===== config.mk =====
export PLATFORM = sky130hd
export DESIGN_NAME = stream_compare_seq
export DESIGN_NICKNAME = d
export VERILOG_FILES = /design/src/rtl/stream_compare_seq.sv
export SDC_FILE = /design/constraint.sdc
export NUM_CORES = 1
export LEC_CHECK = 0
export CAP_MARGIN = 10
export CORE_AREA = 2 2 145 147
export DETAILED_ROUTE_END_ITERATION = 8
export DIE_AREA = 0 0 147 149
export HOLD_SLACK_MARGIN = 0.02
export PLACE_DENSITY_LB_ADDON = 0.1
export SLEW_MARGIN = 10
export SYNTH_ARGS = -nofsm -noshare
export SYNTH_HDL_FRONTEND = slang
export SYNTH_SLANG_ARGS = --single-unit

===== constraint.sdc =====
create_clock -name clk -period 8.01 [get_ports clk]
set_input_delay 1.2015 -clock clk [delete_from_list [all_inputs] [get_ports clk]]
set_output_delay 1.2015 -clock clk [all_outputs]
set_load 0.03 [all_outputs]

===== src/rtl/stream_compare_seq.sv =====
// Run sequencer for a stream comparator: clears the comparator, lets it run
// until a stop condition fires, latches its counts and reports a sticky status.
module stream_compare_seq #(
    parameter int unsigned CNT_WIDTH    = 32,
    parameter int unsigned CLEAR_CYCLES = 2
) (
    input  logic                 clk,
    input  logic                 aresetn,
    input  logic                 start,
    input  logic                 abort,
    input  logic [CNT_WIDTH-1:0] target_words,
    input  logic [CNT_WIDTH-1:0] err_limit,
    input  logic [CNT_WIDTH-1:0] timeout_cycles,
    input  logic [CNT_WIDTH-1:0] word_count,
    input  logic [CNT_WIDTH-1:0] err_count,
    output logic                 cmp_reset,
    output logic                 cmp_latch,
    output logic                 busy,
    output logic                 done,
    output logic [2:0]           status,
    output logic [CNT_WIDTH-1:0] result_words,
    output logic [CNT_WIDTH-1:0] result_errs,
    output logic [CNT_WIDTH-1:0] run_cycles
);

    typedef enum logic [2:0] {
        S_IDLE  = 3'd0,
        S_CLEAR = 3'd1,
        S_RUN   = 3'd2,
        S_LATCH = 3'd3,
        S_DONE  = 3'd4
    } state_e;

    typedef enum logic [2:0] {
        ST_NONE    = 3'd0,
        ST_PASS    = 3'd1,
        ST_FAIL    = 3'd2,
        ST_TIMEOUT = 3'd3,
        ST_ABORT   = 3'd4
    } status_e;

    // Why RUN ended; decides the status reported at DONE.
    typedef enum logic [1:0] {
        C_TARGET  = 2'd0,
        C_ERR     = 2'd1,
        C_TIMEOUT = 2'd2,
        C_ABORT   = 2'd3
    } cause_e;

    localparam logic [CNT_WIDTH-1:0] CNT_MAX  = '1;
    localparam logic [CNT_WIDTH-1:0] CNT_ONE  = {{(CNT_WIDTH-1){1'b0}}, 1'b1};
    localparam logic [3:0]           CLR_LAST = 4'(CLEAR_CYCLES - 1);

    state_e                state_q, state_d;
    cause_e                cause_q, cause_d;
    status_e               status_q, status_d;
    logic [3:0]            clr_cnt_q, clr_cnt_d;
    logic [CNT_WIDTH-1:0]  target_q, target_d;
    logic [CNT_WIDTH-1:0]  err_limit_q, err_limit_d;
    logic [CNT_WIDTH-1:0]  timeout_q, timeout_d;
    logic [CNT_WIDTH-1:0]  run_cycles_q, run_cycles_d;
    logic [CNT_WIDTH-1:0]  result_words_q, result_words_d;
    logic [CNT_WIDTH-1:0]  result_errs_q, result_errs_d;
    logic                  cmp_reset_q, cmp_reset_d;
    logic                  cmp_latch_q, cmp_latch_d;
    logic                  busy_q, busy_d;
    logic                  done_q, done_d;

    logic                  hit_timeout;
    logic                  hit_err;
    logic                  hit_target;

    // Stop conditions seen during RUN; the timeout fires on the cycle that
    // brings run_cycles up to the programmed limit.
    always_comb begin
        hit_timeout = (timeout_q != '0) && ((run_cycles_q + CNT_ONE) == timeout_q);
        hit_err     = (err_limit_q != '0) && (err_count >= err_limit_q);
        hit_target  = (word_count >= target_q);
    end

    // Next-state, captured values and registered Moore outputs.
    always_comb begin
        // NOTE: every signal gets a default here so no path leaves one unassigned,
        // which would otherwise infer a latch.
        state_d        = state_q;
        cause_d        = cause_q;
        status_d       = status_q;
        clr_cnt_d      = clr_cnt_q;
        target_d       = target_q;
        err_limit_d    = err_limit_q;
        timeout_d      = timeout_q;
        run_cycles_d   = run_cycles_q;
        result_words_d = result_words_q;
        result_errs_d  = result_errs_q;

        case (state_q)
            S_IDLE: begin
                if (start && !abort) begin
                    state_d      = S_CLEAR;
                    target_d     = target_words;
                    err_limit_d  = err_limit;
                    timeout_d    = timeout_cycles;
                    clr_cnt_d    = '0;
                    run_cycles_d = '0;
                end
            end
            S_CLEAR: begin
                if (abort) begin
                    // Nothing was compared yet, so the reported counts are zero.
                    state_d        = S_DONE;
                    status_d       = ST_ABORT;
                    result_words_d = '0;
                    result_errs_d  = '0;
                end else if (clr_cnt_q == CLR_LAST) begin
                    state_d = S_RUN;
                end else begin
                    clr_cnt_d = clr_cnt_q + 4'd1;
                end
            end
            S_RUN: begin
                run_cycles_d = (run_cycles_q == CNT_MAX) ? CNT_MAX : run_cycles_q + CNT_ONE;
                if (abort || hit_timeout || hit_err || hit_target) begin
                    state_d = S_LATCH;
                    if (abort)            cause_d = C_ABORT;
                    else if (hit_timeout) cause_d = C_TIMEOUT;
                    else if (hit_err)     cause_d = C_ERR;
                    else                  cause_d = C_TARGET;
                end
            end
            S_LATCH: begin
                // Counts and status land together so they change only at DONE.
                state_d        = S_DONE;
                result_words_d = word_count;
                result_errs_d  = err_count;
                case (cause_q)
                    C_ABORT:   status_d = ST_ABORT;
                    C_TIMEOUT: status_d = ST_TIMEOUT;
                    C_ERR:     status_d = ST_FAIL;
                    default:   status_d = (err_count != '0) ? ST_FAIL : ST_PASS;
                endcase
            end
            S_DONE: begin
                state_d = S_IDLE;
            end
            default: begin
                state_d = S_IDLE;
            end
        endcase

        cmp_reset_d = (state_d == S_CLEAR);
        cmp_latch_d = (state_d == S_LATCH);
        busy_d      = (state_d != S_IDLE);
        done_d      = (state_d == S_DONE);
    end

    // State and output registers with synchronous active-low reset.
    always_ff @(posedge clk) begin
        // NOTE: sequential state uses non-blocking assignments so every flop
        // samples the pre-edge values regardless of statement order.
        if (!aresetn) begin
            state_q        <= S_IDLE;
            cause_q        <= C_TARGET;
            status_q       <= ST_NONE;
            clr_cnt_q      <= '0;
            target_q       <= '0;
            err_limit_q    <= '0;
            timeout_q      <= '0;
            run_cycles_q   <= '0;
            result_words_q <= '0;
            result_errs_q  <= '0;
            cmp_reset_q    <= 1'b0;
            cmp_latch_q    <= 1'b0;
            busy_q         <= 1'b0;
            done_q         <= 1'b0;
        end else begin
            state_q        <= state_d;
            cause_q        <= cause_d;
            status_q       <= status_d;
            clr_cnt_q      <= clr_cnt_d;
            target_q       <= target_d;
            err_limit_q    <= err_limit_d;
            timeout_q      <= timeout_d;
            run_cycles_q   <= run_cycles_d;
            result_words_q <= result_words_d;
            result_errs_q  <= result_errs_d;
            cmp_reset_q    <= cmp_reset_d;
            cmp_latch_q    <= cmp_latch_d;
            busy_q         <= busy_d;
            done_q         <= done_d;
        end
    end

    assign cmp_reset    = cmp_reset_q;
    assign cmp_latch    = cmp_latch_q;
    assign busy         = busy_q;
    assign done         = done_q;
    assign status       = status_q;
    assign result_words = result_words_q;
    assign result_errs  = result_errs_q;
    assign run_cycles   = run_cycles_q;

endmodule


**Word-level counts from Yosys, hierarchy flattened**

Cells that the tools add are included.

- RAM bits: 0
- Memories kept: 0
- Input bits: 164
- Bits in latches: 0
- Output and inout bits: 103
- Flip-flop bits (word level): 208
- ROM bits: 0
- Word-level logic and storage cells: 76

- Equality and inequality tests: 16
- Multipliers: 0
- Shifts and indexed selects: 0
- Bitwise operators: 0
- Mux-type cells: 22
- Order comparisons: 2
- Add/sub/neg operators: 2
- Div/mod/pow operators: 0
- Reductions and logical operators: 20

Operator list:

| cell | number |
|---|---|
| $pmux W32 S2 | 3 |
| $mux W32 | 3 |
| $reduce_bool A32 Y1 | 3 |
| $ge A32 B32 Y1 | 2 |
| $add A32 B1 Y32 const B | 1 |
| $eq A32 B32 Y1 | 1 |
| $eq A32 B32 Y1 const B | 1 |
| $mux W3 | 5 |
| $mux W4 | 3 |
| $pmux W3 S4 | 1 |
| $eq A3 B2 Y1 const B | 3 |
| $pmux W3 S3 | 1 |
| $ne A2 B2 Y1 const B | 4 |
| $pmux W4 S2 | 1 |
| $reduce_and A2 Y1 | 4 |
| $eq A3 B1 Y1 const B | 2 |
| $mux W2 | 3 |
| $pmux W3 S2 | 1 |
| $reduce_bool A2 Y1 | 3 |
| $add A4 B1 Y4 const B | 1 |
| $eq A2 B2 Y1 const B | 2 |
| $eq A4 B1 Y1 const B | 1 |
| $reduce_and A4 Y1 | 1 |
| $eq A3 B3 Y1 const B | 1 |
| other kinds (7) | 11 |

**Depth between registers and ports, before layout**

- Depth in word-level cells: 9
- Gate-level depth with buffers: 11

**Least setup slack after synthesis**

OpenSTA, ideal clock, no wires.

- Path kind: input to register
- Start point: in word_count[15]
- End point: reg cmp_reset_q, in the netlist cmp_reset
- Setup time: 0.129 ns
- Data required time: 7.881 ns
- Data arrival time: 2.826 ns
- Path buffers: 0
- Slack: 5.055 ns
- Stages on the path: 9
- Path through: ha_1 -> a21oi_1 -> o21ai_0 -> a221oi_1 -> o21ai_0 -> o31ai_1 -> nand3_1 -> a311oi_2 -> nor3_1

- Word-level cells in the longest chain between the ends: 5

RTL lines:

| item | RTL line | RTL |
|---|---|---|
| start, declared | 14 | `input logic [CNT_WIDTH-1:0] word_count,` |
| $ge A32 B32 Y1 | 78 | `hit_target = (word_count >= target_q);` |
| $logic_or A1 B1 Y1 | 122 | `if (abort \|\| hit_timeout \|\| hit_err \|\| hit_target) begin` |
| $mux W3 | 122 |  |
| $pmux W3 S4 | 96 | `case (state_q)` |
| $eq A3 B1 Y1 | 150 | `cmp_reset_d = (state_d == S_CLEAR);` |
| end signal, assigned | 186 | `cmp_reset_q <= cmp_reset_d;` |
| end, declared | 64 | `logic cmp_reset_q, cmp_reset_d;` |

No other way between the ends.
A chain may end at the register's enable or synchronous reset.

**Worst setup path after layout**

- Start point: in abort
- End point: reg run_cycles_q[7], in the netlist run_cycles[7]

- Word-level cells in the longest chain between the ends: 4

RTL lines:

| item | RTL line | RTL |
|---|---|---|
| start, declared | 10 | `input logic abort,` |
| $logic_not A1 Y1 | 98 | `if (start && !abort) begin` |
| $logic_and A1 B1 Y1 | 98 |  |
| $ne A2 B2 Y1 (no source line) | - |  |
| $reduce_and A2 Y1 (no source line) | - |  |
| end signal, assigned | 183 | `run_cycles_q <= run_cycles_d;` |
| end, declared | 61 | `logic [CNT_WIDTH-1:0] run_cycles_q, run_cycles_d;` |

No other way between the ends.

==> out/qor.tcl <==
set qor(area_delta_synth_final_pct) 32.5
set qor(drt_drc_violations_left) 0
set qor(post_dp_cell_area_um2) 13500
set qor(ir_worst_vdd_uv) 144
set qor(slew-limit-headroom) 0.229
set qor(final.setup.tns_ns) 0
set qor(fp.dieArea_um2) 21900
set qor(cp.required_ns) 8.37
set qor(drt_iter0_markers) 668
set qor(core_um2) 20600
set qor(initial_core_util) 0.526
set qor(worstHoldPathType) {reg2reg}
set qor(drt_pre_antenna_iters) 5
set qor(dpl.hpwl_mm) 22.7
set qor(critPathCaptureType) {flip-flop}
set qor(outcome) {finished clean}
set qor(rsz0062_at_grt) {false}
set qor(cts.reportedPaths.clkPinSlew_ns) 0.06
set qor(post-route-period-util) 0.474
set qor(drv_cap) 0
set qor(cts-buffers-inserted) 24
set qor(actual_slew_at_the_worst_max_slew_pin_ns) 1.16
set qor(wire_per_inst_um) 17.3
set qor(yosysSeqAreaShare) 0.385
set qor(critical_path.startpoint_type) {input port}
set qor(r2r_slack_ns) 4.50
set qor(global_route_wire_length_before_repair_mm) 51.9
set qor(netlist_top_cells_count) {sky130_fd_sc_hd__nand2_1, sky130_fd_sc_hd__dfxtp_1, sky130_fd_sc_hd__a21oi_1}
set qor(ys_dominant_reg_cell) {sky130_fd_sc_hd__dfxtp_1}
set qor(rr_endpoint) {cause_q[0]}
set qor(buffer_ports.inserted) 266
set qor(p_leak_nw) 5.07
set qor(synth_edf_count) 0
set qor(yosysTopAreaCell) {sky130_fd_sc_hd__dfxtp_1}
set qor(final-setup-viol-count) 0
set qor(fill_cells) 1733
set qor(critPathKind) {in2reg}
set qor(cts-htree-levels) 1
set qor(layout-drive-gt1-share) 0.0416
set qor(worstReg2RegStart) {run_cycles[0]}
set qor(synthesis.nets) 1622
set qor(post_cts_buffers) 0
set qor(final_std_cell_area_no_fill_um2) 14300
set qor(yosysUniqueCellTypes) 63
set qor(num_vias) 10700
set qor(worst_clock_skew_ns) 0.0126
set qor(combined_area_of_all_synthesized_cells_um2) 10800
set qor(placementRows) 53
set qor(globalRoute.totalOverflow) 0
set qor(grt_max_degree) 100
set qor(achievable_freq_ghz) 0.264
set qor(post_cts_hold_buffers) 0
set qor(finalHoldViolations) 0
set qor(synthesis.instances) 1388
set qor(antenna_cells) 0
set qor(reg2regPathDepth) 9
set qor(fin_nets) 1831
set qor(setup_slack_ns) 4.22
set qor(chipHeight_um) 149
set qor(layout.core_utilization) 0.697
set qor(period_needed_ns) 3.79
set qor(route.detailed.vias_per_inst) 5.70
set qor(clock_latency_ns) 0.52
set qor(cellPowerDensity_nw_per_um2) 175
set qor(post-synth-top-count-cell) {sky130_fd_sc_hd__nand2_1}
set qor(post_placement_worst_setup_slack_ns) 3.71
set qor(synth_warnings) 0
set qor(vias_in_the_first_global_route) 10400
set qor(globalRouteTotalUtil) 0.288
set qor(cts_buffer_depth) 3
set qor(whs_path_depth) 2
set qor(clk_root_buffer_cell) {sky130_fd_sc_hd__clkbuf_16}
set qor(postCtsResizedCells) 0
set qor(ant_nets) 0
set qor(gpl.final_weighted_congestion) 0.948
set qor(timing.critical_path.arrival_ns) 4.16
set qor(die_x_um) 147
set qor(synth_top_cells_by_area) {sky130_fd_sc_hd__dfxtp_1, sky130_fd_sc_hd__nand2_1, sky130_fd_sc_hd__ha_1, sky130_fd_sc_hd__a21oi_1, sky130_fd_sc_hd__a22oi_1}
set qor(drv_slew) 0
set qor(path_max_fanout) 97
set qor(cts_tree) {yes}
set qor(post-synth-top-area-fraction) 0.385
set qor(async_reset_ff_frac) 0
set qor(antenna_violations_before_repair) 0
set qor(drt_wl_total_mm) 32.6
set qor(ys_seq_elements) 208
set qor(worstHoldStart) {status[0]}
set qor(synth_area_per_cell_um2) 7.78
set qor(timing.hold.worst_endpoint) {status[0]}
set qor(boundaryPins) 267
set qor(hold-worst-slack_ns) 0.451
set qor(cts.sink_count) 208
cell type report:
| class | instances | area, um^2 | area share |
|---|---|---|---|
| Sequential cell | 208 | 4160 | 0.291 |
| Timing Repair Buffer | 271 | 2700 | 0.189 |
| Tap cell | 275 | 344 | 0.0240 |
| Clock buffer | 31 | 678 | 0.0474 |
| Multi-Input combinational cell | 1020 | 6050 | 0.423 |
| Clock inverter | 10 | 104 | 0.00725 |
| Inverter | 72 | 275 | 0.0192 |
critical path: stages:
cell,delay [ns]
sky130_fd_sc_hd__clkdlybuf4s50_1,0.57
sky130_fd_sc_hd__nor2_1,0.41
sky130_fd_sc_hd__and3_4,0.96
sky130_fd_sc_hd__nor2_2,0.48
sky130_fd_sc_hd__a21o_1,0.28
sky130_fd_sc_hd__a22oi_1,0.17
sky130_fd_sc_hd__nor2_1,0.06
power by group:
group	total (mW)	switching [mW]	internal, mW
combinational	0.316	0.163	0.153
sequential	1.09	0.0251	1.06
clock	1.10	0.438	0.657
flip-flops by register name, summed over array words and instances (netlist names):
name and flops:
result_errs 32, busy 1, done 1, cause_q 2
err_limit_q 32, timeout_q 32, cmp_reset 1, cmp_latch 1
run_cycles 32, state_q 3, result_words 32, target_q 32
clr_cnt_q 4, status 3
cells by family after synthesis:
family,after synthesis,share of synthesized area
buf+inv,160,0.0584
flops,208,0.385
simple gates,549,0.238
compound gates,350,0.195
fa+ha+maj,70,0.0811
mux,3,0.00290
xor+xnor,48,0.0389
per-stage QoR:
stage | instances | power (mW)
final | 1887 | 2.50
after global routing | 1887 | 2.59
after CTS | 1887 | 2.52
after detailed placement | 1846 | 1.43
after global placement | 1846 | 1.42
after floorplan | 1388 | 1.27
layout by cell type, fill, tap and decap left out, types with 20 or more instances in the layout:
cell type / instances
sky130_fd_sc_hd__nand3_1: 24
sky130_fd_sc_hd__nor3_1: 30
sky130_fd_sc_hd__nand4_1: 27
sky130_fd_sc_hd__inv_1: 71
sky130_fd_sc_hd__ha_1: 70
sky130_fd_sc_hd__o21ai_1: 20
sky130_fd_sc_hd__o21ai_0: 43
sky130_fd_sc_hd__nor2_1: 125
sky130_fd_sc_hd__nor4_1: 31
sky130_fd_sc_hd__clkdlybuf4s50_1: 266
sky130_fd_sc_hd__nand2_1: 237
sky130_fd_sc_hd__xnor2_1: 35
sky130_fd_sc_hd__clkbuf_16: 25
sky130_fd_sc_hd__a21oi_1: 158
sky130_fd_sc_hd__a22oi_1: 71
sky130_fd_sc_hd__dfxtp_1: 208
how the worst max path moves through the flow:
stage | from | slack [ns] | to | cells past startpoint
3_3_place_gp | abort | 3.79 | run_cycles[31] | 7
2_1_floorplan | word_count[15] | 5.05 | cmp_reset | 9
6_report | abort | 4.22 | run_cycles[7] | 7
4_1_cts | abort | 4.20 | run_cycles[7] | 7
3_5_place_dp | abort | 3.71 | run_cycles[31] | 7
5_1_grt | abort | 3.98 | run_cycles[7] | 7
per-layer routing:
metal	wire (um)	vias to the layer above	global-route usage	share of wire
li1	-	5275	-	-
met1	12900	5009	0.339	0.40
met2	15900	383	0.505	0.49
met3	2390	81	0.0654	0.073
met4	1400	0	0.126	0.043
met5	0	-	0	0
Power figures use the tool's default switching activity.
==> edit 1, RTL diff (same settings) <==
Change the parameter `CNT_WIDTH` from 32 to 64.
--- a/src/rtl/stream_compare_seq.sv
+++ b/src/rtl/stream_compare_seq.sv
@@ -1,7 +1,7 @@
 // Run sequencer for a stream comparator: clears the comparator, lets it run
 // until a stop condition fires, latches its counts and reports a sticky status.
 module stream_compare_seq #(
-    parameter int unsigned CNT_WIDTH    = 32,
+    parameter int unsigned CNT_WIDTH    = 64,
     parameter int unsigned CLEAR_CYCLES = 2
 ) (
     input  logic                 clk,
Ports: changed (8 resized); port bits go from 267 to 523. No check against the original RTL was run, so the function may have changed too.
==> edit 1 against the unedited design <==
The run now fails in global placement without I/O. Synthesized area up 93%.
==> edit 1: results (changes against the unedited design) <==
Logic synthesis
  • Synth Net Count: 3164 (+95%)
  • #FFs+latches synth: 400 (+92%)
  • Top post-synthesis cells by area: dfxtp_1 (38%), nand2_1 (9.0%), ha_1 (8.0%)
  • Fraction of the yosys area taken by sequential cells: 0.3843 (-0.001093)
  • Synth Warn #: 0 (unchanged)
  • Netlist cell types: 68 (+7.9%)
  • FFs w/ async S/R, synth: 0 (unchanged)
  • Most frequent cells after synthesis: nand2_1 (501), dfxtp_1 (400), a21oi_1 (300)
  • Synth Area per Inst: 7.700 sq um (-1.1%)
  • Post-Syn Instances: 2706 (+95%)

Outcome
  • Tool error: [ERROR FLW-0024] Place density exceeds 1.0 (current PLACE_DENSITY_LB_ADDON =  0.1). Please check if the value of  PLACE_DENSITY_LB_ADDON is between 0 and 0.99.
  • Status: aborted with a tool error
  • Last stage: global placement without I/O
[edit 1: cell count changes after synthesis, moves of 72 or more]
cell / change
a21oi_1: +142
clkbuf_1: +96
dfxtp_1: +192
inv_1: +72
nand2_1: +264
nor2_1: +93
o21ai_0: +97
[edit 1: cells by family after synthesis]
logic type / count (synthesis) / share of synthesized area
adders and majority gates: 134 / 0.08047
and+or+nand+nor: 1050 / 0.2321
AOI/OAI and AO/OA: 694 / 0.1986
muxes: 1 / 0.0005404
xor gates and xnor gates: 101 / 0.04245
DFF: 400 / 0.3843
buffers and inverters: 326 / 0.06143
==> edit 2, RTL diff (same flow settings) <==
Without the edit above. Add an input register stage for `target_words`; this delays it by one clock. The other inputs are not delayed to match.
--- a/src/rtl/stream_compare_seq.sv
+++ b/src/rtl/stream_compare_seq.sv
@@ -51,6 +51,12 @@
     localparam logic [CNT_WIDTH-1:0] CNT_ONE  = {{(CNT_WIDTH-1){1'b0}}, 1'b1};
     localparam logic [3:0]           CLR_LAST = 4'(CLEAR_CYCLES - 1);
 
+    logic [CNT_WIDTH-1:0] target_words_q;
+
+    always_ff @(posedge clk) begin
+        target_words_q <= target_words;
+    end
+
     state_e                state_q, state_d;
     cause_e                cause_q, cause_d;
     status_e               status_q, status_d;
@@ -97,7 +103,7 @@
             S_IDLE: begin
                 if (start && !abort) begin
                     state_d      = S_CLEAR;
-                    target_d     = target_words;
+                    target_d     = target_words_q;
                     err_limit_d  = err_limit;
                     timeout_d    = timeout_cycles;
                     clr_cnt_d    = '0;
Formal check against the unedited RTL: not equivalent (a bounded check fails within 10 cycles, from zero or initial values and one cycle with aresetn low).
==> edit 2 against the unedited design <==
Core utilization rose by 2.9 points. Total power rose by 16%. Setup slack improved by 0.26 ns. Synthesized area increased by 4.2%. Combinational power fell by 3%. Register-to-register slack gained 0.08 ns. Clock skew shrank 0.0048 ns. Sequential cell count rose by 32. Wire length shrank 0.35%. Hold slack worse by 0.018 ns. Critical path depth fell by 1. Highest routed layer unchanged. Non-clock buffer count stayed put. Design area grew 4.2%. Largest cell class unchanged.
==> edit 2: results (changes against the unedited design) <==
Place
  • Placed cell area: 13930 sq um (+2.9%)
  • Dpl ws: 3.954 ns (+0.2431 ns)
  • RePlAce Congestion: 0.9412 (-0.66%)

Layout
  • Logic inverters: 78 (+8.3%)
  • Area occupied by multi-input gates: 5787 sq um (-4.4%)

Power
  • Leak Pwr: 5.489 nW (+8.3%)
  • Flop pwr share: 0.433 (-0.002)
  • Switch Pwr: 0.6790 mW (+8.5%)
  • Comb group: 0.308 mW (-3%)
  • Int Pwr: 2.222 mW (+19%)

Logic synthesis
  • Netlist cell types: 62 (-1.6%)
  • Synth Area in Compound Gates: 0.1894 (-0.005697)
  • Post-synthesis mux area share: 0.0008894 (-0.002006)
  • Synth Area per Inst: 8.132 sq um (+4.5%)
  • Fraction of the yosys area taken by sequential cells: 0.4269 (+0.04150)
  • Area share of fa/ha/maj cells after synthesis: 0.07782 (-0.003244)

Outcome
  • Status: completed

Setup path
  • R2r setup slk: 4.58 ns (+0.08 ns)
  • Worst EP arrival: 3.91 ns (-0.25 ns)
  • Reg2Reg Depth: 8 (-1)

Drt
  • Post-detailed-route via-to-cell ratio: 5.640 (-0.97%)
  • Met1 Wirelength: 13.55 mm (+5.2%)
  • Met2 wire length: 15.17 mm (-4.6%)

Global route
  • Largest net degree at the start of global routing: 119 (+19%)
  • First-pass GRT wire length: 51.94 mm (about the same)
  • Vias in the first global route: 10150 (-2.3%)

Clocking
  • Num CTS Buffers: 27 (+13%)
  • Skew-Pair Late Insertion Delay: 0.54 ns (+0.02 ns)

STA
  • PnR worst setup slack: 4.475 ns (+0.2601 ns)
edit 2: changes by cell type in the layout (fill, tap and decap cells not counted), sizes merged, moves of 8 or more:
cell,unedited run,this run
dfxtp,208,240
nand2,237,219
a21o,11,26
clkbuf,31,39
inv,72,80
edit 2: kinds of logic (layout without fill, tap and decap cells):
| kind of cell | Yosys count | count (layout) |
|---|---|---|
| other | 0 | 1 |
| buffers and inverters | 162 | 398 |
| adder cells (fa/ha/maj) | 70 | 70 |
| AO/OA/AOI/OAI | 356 | 356 |
| AND/OR/NAND/NOR | 508 | 508 |
| flip-flops | 240 | 240 |
| XOR/XNOR | 47 | 47 |
| multiplexers | 1 | 1 |
edit 2: routing by layer:
| layer | up-vias | global-route usage |
|---|---|---|
| li1 | 5256 | - |
| met1 | 4964 | 0.3700 |
| met2 | 378 | 0.4735 |
| met3 | 96 | 0.06116 |
| met4 | 0 | 0.1269 |
| met5 | - | 0 |
